$ cat config.mk
export PLATFORM = sky130hd
export DESIGN_NAME = note_sequencer_flat
export DESIGN_NICKNAME = d
export VERILOG_FILES = /design/src/rtl/note_sequencer_if.sv /design/src/rtl/note_sequencer.sv /design/src/flat_wrapper.sv
export SDC_FILE = /design/constraint.sdc
export NUM_CORES = 1
export LEC_CHECK = 0
export CORE_ASPECT_RATIO = 0.75
export CORE_MARGIN = 2
export CORE_UTILIZATION = 43
export CTS_CLUSTER_SIZE = 14
export DETAILED_ROUTE_END_ITERATION = 16
export PLACE_DENSITY = 0.63
export SETUP_SLACK_MARGIN = 0.4
export SYNTH_ARGS = -nofsm -noshare
export SYNTH_HDL_FRONTEND = slang
export SYNTH_SLANG_ARGS = --single-unit
export TNS_END_PERCENT = 1
$ cat constraint.sdc
create_clock -name sys_clk -period 4.7 [get_ports sys_clk]
set_input_delay 1.175 -clock sys_clk [delete_from_list [all_inputs] [get_ports sys_clk]]
set_output_delay 1.175 -clock sys_clk [all_outputs]
set_load 0.03 [all_outputs]
$ cat src/rtl/note_sequencer_if.sv
// Control/status bundle between the user-control block and note_sequencer.
// master = controller side, slave = sequencer side.
interface note_sequencer_if #(
   parameter int FREQ_W = 32
);
   logic              run;
   logic [25:0]       step_period;
   logic              wr_en;
   logic [3:0]        wr_addr;
   logic [3:0]        wr_note;
   logic [FREQ_W-1:0] freq;
   logic              note_start;
   logic [3:0]        step_idx;
   logic              playing;
   logic              done;

   modport master (
      output run, step_period, wr_en, wr_addr, wr_note,
      input  freq, note_start, step_idx, playing, done
   );

   modport slave (
      input  run, step_period, wr_en, wr_addr, wr_note,
      output freq, note_start, step_idx, playing, done
   );
endinterface

$ cat src/rtl/note_sequencer.sv
// 16-step note sequencer: plays a pattern of note indices at a programmable step period.
// Define NOTE_SEQUENCER_LOOP_EN to loop the pattern forever; otherwise one pass per run.
module note_sequencer #(
   parameter int SYS_CLK_FREQ = 50_000_000,
   parameter int FREQ_W       = 32
) (
   input  logic             sys_clk,
   input  logic             reset,
   note_sequencer_if.slave  bus
);

   if (SYS_CLK_FREQ <= 0) begin : g_bad_clk
      $error("note_sequencer: SYS_CLK_FREQ must be positive");
   end

   typedef enum logic [1:0] {IDLE, LOAD, FIRE, WAIT} state_t;

   state_t            state;
   logic [3:0]        pattern [16];
   logic [3:0]        cur_note;
   logic [25:0]       count;
   logic [25:0]       eff_period;
   logic [10:0]       note_hz;
   logic [FREQ_W-1:0] freq_q;
   logic              note_start_q;
   logic [3:0]        step_q;
   logic              playing_q;
   logic              done_q;

   assign bus.freq       = freq_q;
   assign bus.note_start = note_start_q;
   assign bus.step_idx   = step_q;
   assign bus.playing    = playing_q;
   assign bus.done       = done_q;

   // FIRE+WAIT+LOAD overhead is 3 cycles, so shorter periods cannot be honoured.
   always_comb begin
      eff_period = (bus.step_period < 26'd3) ? 26'd3 : bus.step_period;
   end

   always_comb begin
      case (cur_note)
         4'd1:    note_hz = 11'd262;
         4'd2:    note_hz = 11'd294;
         4'd3:    note_hz = 11'd330;
         4'd4:    note_hz = 11'd349;
         4'd5:    note_hz = 11'd392;
         4'd6:    note_hz = 11'd440;
         4'd7:    note_hz = 11'd494;
         4'd8:    note_hz = 11'd523;
         4'd9:    note_hz = 11'd587;
         4'd10:   note_hz = 11'd659;
         4'd11:   note_hz = 11'd698;
         4'd12:   note_hz = 11'd784;
         4'd13:   note_hz = 11'd880;
         4'd14:   note_hz = 11'd988;
         4'd15:   note_hz = 11'd1047;
         default: note_hz = 11'd0;
      endcase
   end

   always_ff @(posedge sys_clk) begin
      if (reset) begin
         for (int i = 0; i < 16; i++) pattern[i] <= 4'd0;
      end else if (bus.wr_en) begin
         pattern[bus.wr_addr] <= bus.wr_note;
      end
   end

   always_ff @(posedge sys_clk) begin
      if (reset) begin
         state        <= IDLE;
         count        <= 26'd0;
         cur_note     <= 4'd0;
         freq_q       <= '0;
         note_start_q <= 1'b0;
         step_q       <= 4'd0;
         playing_q    <= 1'b0;
         done_q       <= 1'b0;
      end else begin
         note_start_q <= 1'b0;
         done_q       <= 1'b0;
         case (state)
            IDLE: begin
               step_q <= 4'd0;
               if (bus.run) begin
                  state     <= LOAD;
                  playing_q <= 1'b1;
               end else begin
                  playing_q <= 1'b0;
               end
            end
            LOAD: begin
               // A write landing on the step being fetched wins over the stored entry.
               cur_note <= (bus.wr_en && (bus.wr_addr == step_q)) ? bus.wr_note
                                                                 : pattern[step_q];
               state    <= FIRE;
            end
            FIRE: begin
               if (cur_note != 4'd0) begin
                  freq_q       <= FREQ_W'(note_hz);
                  note_start_q <= 1'b1;
               end
               count <= eff_period - 26'd3;
               state <= WAIT;
            end
            WAIT: begin
               if (count != 26'd0) begin
                  count <= count - 26'd1;
               end else if (!bus.run) begin
                  state     <= IDLE;
                  playing_q <= 1'b0;
                  step_q    <= 4'd0;
               end else if (step_q == 4'd15) begin
                  done_q <= 1'b1;
                  step_q <= 4'd0;
`ifdef NOTE_SEQUENCER_LOOP_EN
                  state  <= LOAD;
`else
                  state     <= IDLE;
                  playing_q <= 1'b0;
`endif
               end else begin
                  step_q <= step_q + 4'd1;
                  state  <= LOAD;
               end
            end
            default: state <= IDLE;
         endcase
      end
   end

endmodule

$ cat src/flat_wrapper.sv
// flat-port wrapper written by rule: the top's interface ports become plain ports
module note_sequencer_flat 
#(
   parameter int SYS_CLK_FREQ = 50_000_000,
   parameter int FREQ_W       = 32
)
  (sys_clk, reset, bus_run, bus_step_period, bus_wr_en, bus_wr_addr, bus_wr_note, bus_freq, bus_note_start, bus_step_idx, bus_playing, bus_done);
  note_sequencer_if #(.FREQ_W(FREQ_W)) bus_i ();
  input  logic sys_clk;
  input  logic reset;
  input wire logic [$bits(bus_i.run)-1:0] bus_run;
  input wire logic [$bits(bus_i.step_period)-1:0] bus_step_period;
  input wire logic [$bits(bus_i.wr_en)-1:0] bus_wr_en;
  input wire logic [$bits(bus_i.wr_addr)-1:0] bus_wr_addr;
  input wire logic [$bits(bus_i.wr_note)-1:0] bus_wr_note;
  output wire logic [$bits(bus_i.freq)-1:0] bus_freq;
  output wire logic [$bits(bus_i.note_start)-1:0] bus_note_start;
  output wire logic [$bits(bus_i.step_idx)-1:0] bus_step_idx;
  output wire logic [$bits(bus_i.playing)-1:0] bus_playing;
  output wire logic [$bits(bus_i.done)-1:0] bus_done;
  assign bus_i.run = bus_run;
  assign bus_i.step_period = bus_step_period;
  assign bus_i.wr_en = bus_wr_en;
  assign bus_i.wr_addr = bus_wr_addr;
  assign bus_i.wr_note = bus_wr_note;
  assign bus_freq = bus_i.freq;
  assign bus_note_start = bus_i.note_start;
  assign bus_step_idx = bus_i.step_idx;
  assign bus_playing = bus_i.playing;
  assign bus_done = bus_i.done;
  note_sequencer #(.SYS_CLK_FREQ(SYS_CLK_FREQ), .FREQ_W(FREQ_W)) u_core (.sys_clk(sys_clk), .reset(reset), .bus(bus_i));
endmodule
==> summary.md, run 1 <==
| Metric | Value |
|---|---|
| Status | finished, final reports clean |
| DRC Markers | 0 |
| Most common cell after layout, fill and taps aside | and2_1 |
| Total wire length | 17.34 mm |
| Startpoint types | input port |
| Via density | 5.809 |
| Via count | 5524 |
| Placed cell area | 7343 um^2 |
| Initial DRC Count | 530 |
| Worst Hold Class | reg2reg |
| Main combinational cell family by area after synthesis | simple AND/OR/NAND/NOR gates |
| CTS tree | yes |
| Crit Reg-Reg Endpoint | u_core.count[23] |
| Share of power burned in the clock network | 31.2% |
| F_max | 0.2493 GHz |
| Setup Fix Bufs, Post-CTS | 0 |
| Synth Area in XOR/XNOR | 2.995% |
| R2R Setup Slk | 1.65 ns |
| Post-CTS sizing | 0 |
| Mux contribution to synthesized area | 7.777% |
| # hold bufs at CTS | 0 |
| Fraction of power spent switching nets | 38.85% |
| Net switching power | 0.001821 W |
| Post-detail-place hpwl | 12.37 mm |
| Pwr dens | 585.5 nW/um^2 |
| Die area | 16670 um^2 |
| Placed Cells | 919 |
| Tcrit/Tclk final | 85.34% |
| Die width | 148.4 um |
| Port buffer count | 55 |
| CP Class | in2reg |
| Critical path depth | 13 |
| EDFF count, synth | 64 |
| Fraction of layout cells with a size suffix above 1 | 11.53% |
| Post-route insts no fill | 951 |
| Largest net degree at the start of global routing | 53 |
| Worst path required time | 4.96 ns |
| Max Transition Viols Final | 0 |
| Worst path cell trace | clkdlybuf4s50_1, or3_1, or3_1, nor3_1, buf_4, a21o_1, ha_1, nor3_1, nand2b_1, or4_1, xnor2_1, o211ai_1, a21oi_1 |
| Critical Path AT | 4.27 ns |
| Max-Cap Viols | 0 |
| Register area share after synthesis | 43.46% |
| Drt wl/cell | 18.23 um |
| Die Span Y | 112.3 um |
| Final hold viol count | 0 |
| Logic pwr share | 39.2% |
| Sequential fraction of design power | 29.6% |
| Post-Synth Adder-Cell Area | 2.605% |
| Post-layout minimum cycle time | 4.011 ns |
| Internal | 0.002867 W |
| LEAKAGE | 2.751 nW |
| Total grt overflow | 0 |
| YS warnings | 0 |
| # nets final | 785 |
| Worst setup margin | 0.6889 ns |
| FILL cells | 1344 |
| Htree depth | 4 |
| Finished Cell Area | 8008 um^2 |
| Post-synth top flop | edfxtp_1 |
| Max transition margin | 22.88% |
| Buf/Inv on CP | 2 |
| Pre-CTS WS | 0.3228 ns |
| Worst setup path startpoint | bus_step_period[4] |
| Clock-pin slew on the worst setup and hold paths | 0.06 ns |
| Starting Density | 44.03% |
| CTS Buf Count | 17 |
| Antenna Nets Post-Route | 0 |
| Clk buf depth | 2 |
| Initial antenna violation count | 0 |
| Worst-Margin Slew | 1.147 ns |
| Rows | 39 |
| Synth Area in Compound Gates | 13.80% |
| Antenna Cells | 0 |
| FF/Latch Area | 2923 um^2 |
| Final setup vio count | 0 |
| Global Route Usage Sum | 21.33% |
| Netlist cell types | 66 |
| Slowest CP cell | clkdlybuf4s50_1 |
| Worst Path Max Fanout | 8 |
| First-pass GRT wire length | 27.94 mm |
| Placeable Area | 15270 um^2 |
| # IOs | 77 |
| Synth Area in Simple Gates | 23.67% |
| Post-Syn Instances | 692 |
| Top delay family on crit path | simple AND/OR/NAND/NOR gates |
| CTS root buf | clkbuf_16 |
| Number of global-route vias before repair | 5213 |
| Mapped Area | 6725 um^2 |
| Worst VDD drop | 298.0 uV |
| Num Clock Sinks | 114 |
| Depth of the most critical reg-to-reg path | 5 |
| Synthesized area per cell | 9.718 um^2 |
| RR Startpoint | u_core.count[0] |
| Largest stage delay on the critical path | 0.55 ns |
| Router iterations before antenna repair | 5 |
| Flops & latches, synth | 114 |
| Setup tns final | 0 ns |
| Layout area overhead | 19.07% |
| RSZ-0062 raised after global routing | no |
| Worst setup path end | u_core.count[10] |
| Worst clock skew | 0.01124 ns |
| Most frequent cells in the layout | 68 x and2_1, 65 x nor2_1, 64 x edfxtp_1 |
| Clk_lat worst skew | 0.40 ns |
| Async set or reset register ratio after synthesis | 0% |
| Routability cong. | 0.9371 |
| Area of the multi-input gates | 3498 um^2 |
| CP Capture Type | flop |
how the worst min path moves through the flow:
stage,depth (start not counted),to,from,slack [ns]
6_report,2,u_core.bus.freq[3],u_core.bus.freq[3],0.45
5_1_grt,2,u_core.bus.freq[3],u_core.bus.freq[3],0.47
4_1_cts,2,u_core.bus.freq[3],u_core.bus.freq[3],0.45
3_5_place_dp,2,u_core.bus.freq[3],u_core.bus.freq[3],0.44
3_3_place_gp,2,u_core.bus.freq[10],u_core.bus.freq[10],0.44
2_1_floorplan,2,u_core.count[16],u_core.count[16],0.46
tightest hold or removal path, cell delays in order, from the launching register on:
cell and delay, ns:
dfxtp_1 0.30, nand2_1 0.05, a21oi_1 0.05
cells in the mapped netlist (all sizes together), types with 3 or more instances:
cell | n | area (um^2)
nor3 | 29 | 161.4
or3 | 14 | 88.84
o31ai | 4 | 30.03
nand2 | 46 | 172.7
nand4 | 8 | 50.05
dfxtp | 50 | 1001
and2 | 68 | 425.4
a21o | 5 | 45.04
a2111oi | 3 | 26.28
edfxtp | 64 | 1922
o31a | 4 | 36.29
ha | 14 | 175.2
nor2 | 65 | 244.0
xnor2 | 17 | 148.9
nand3 | 13 | 82.58
buf | 26 | 187.7
or4 | 7 | 58.81
nor3b | 4 | 41.29
nand2b | 7 | 51.30
a31o | 4 | 35.03
o22ai | 8 | 50.05
nor2b | 5 | 31.28
a31oi | 13 | 81.33
a21oi | 35 | 175.2
o21ai | 34 | 170.2
o211ai | 6 | 45.04
or2 | 6 | 37.54
inv | 16 | 60.06
mux2i | 5 | 50.05
a211oi | 11 | 82.58
mux4 | 21 | 473.0
xor2 | 6 | 52.55
nor4 | 14 | 87.58
clkbuf | 35 | 131.4
sequential cells by signal (all words and copies together) (netlist names):
signal and flops:
u_core.pattern 64, u_core.bus.done 1, u_core.bus.step_idx 4, u_core.bus.playing 1
u_core.cur_note 4, u_core.bus.freq 11, u_core.bus.note_start 1, u_core.state 2
u_core.count 26
power groups by stage:
stage	logic (W)	clock network (W)	registers [W]
6_report	0.00184	0.00146	0.00139
5_1_grt	0.00199	0.00152	0.00142
4_1_cts	0.00180	0.00148	0.00139
3_5_place_dp	0.00179	0	0.00140
3_3_place_gp	0.00174	0	0.00139
2_1_floorplan	0.00133	0	0.00138
stage by stage:
| step | total power, W | utilization, % | hold WS (ns) |
|---|---|---|---|
| 2_1_floorplan | 0.002709 | - | 0.4578 |
| 3_5_place_dp | 0.003192 | 48.08 | 0.4444 |
| 4_1_cts | 0.004661 | 52.43 | 0.4515 |
| 6_report | 0.004688 | 52.43 | 0.4492 |
| 3_3_place_gp | 0.003133 | 48.08 | 0.4393 |
| 5_1_grt | 0.004931 | 52.43 | 0.4746 |
cell families (layout without fill, tap and decap cells):
kind of cell,after synthesis,count (layout)
AO/OA/AOI/OAI,144,144
flip-flops,114,114
other,1,21
adder cells (fa/ha/maj),14,14
multiplexers,26,26
AND/OR/NAND/NOR,293,293
buffers and inverters,77,111
XOR/XNOR,23,23
area by class of cell:
type	count	share of cell area, %
multi-input cells	521	43.69
inverters	16	0.7500
flip-flops and latches	114	36.50
well taps	205	3.203
clock buffers	18	5.359
clock inverters	14	2.938
repair buffers	63	7.563
layer usage:
| metal | vias to the layer above | part of all wire (%) | global-route usage (%) |
|---|---|---|---|
| met4 | 0 | 1.6 | 7.175 |
| met2 | 251 | 43 | 30.99 |
| met3 | 22 | 8.3 | 4.756 |
| met1 | 2654 | 47 | 31.52 |
| li1 | 2597 | - | - |
| met5 | - | 0 | 0 |
Power figures use the tool's default switching activity.
==> inputs of run 2 (changes only) <==
Settings changed: GPL_ROUTABILITY_DRIVEN set to 1, SETUP_SLACK_MARGIN 0.4 to 0.02.
==> results of run 2 <==
Same layout as run 1: the final DEF is identical, and so are final timing and power.
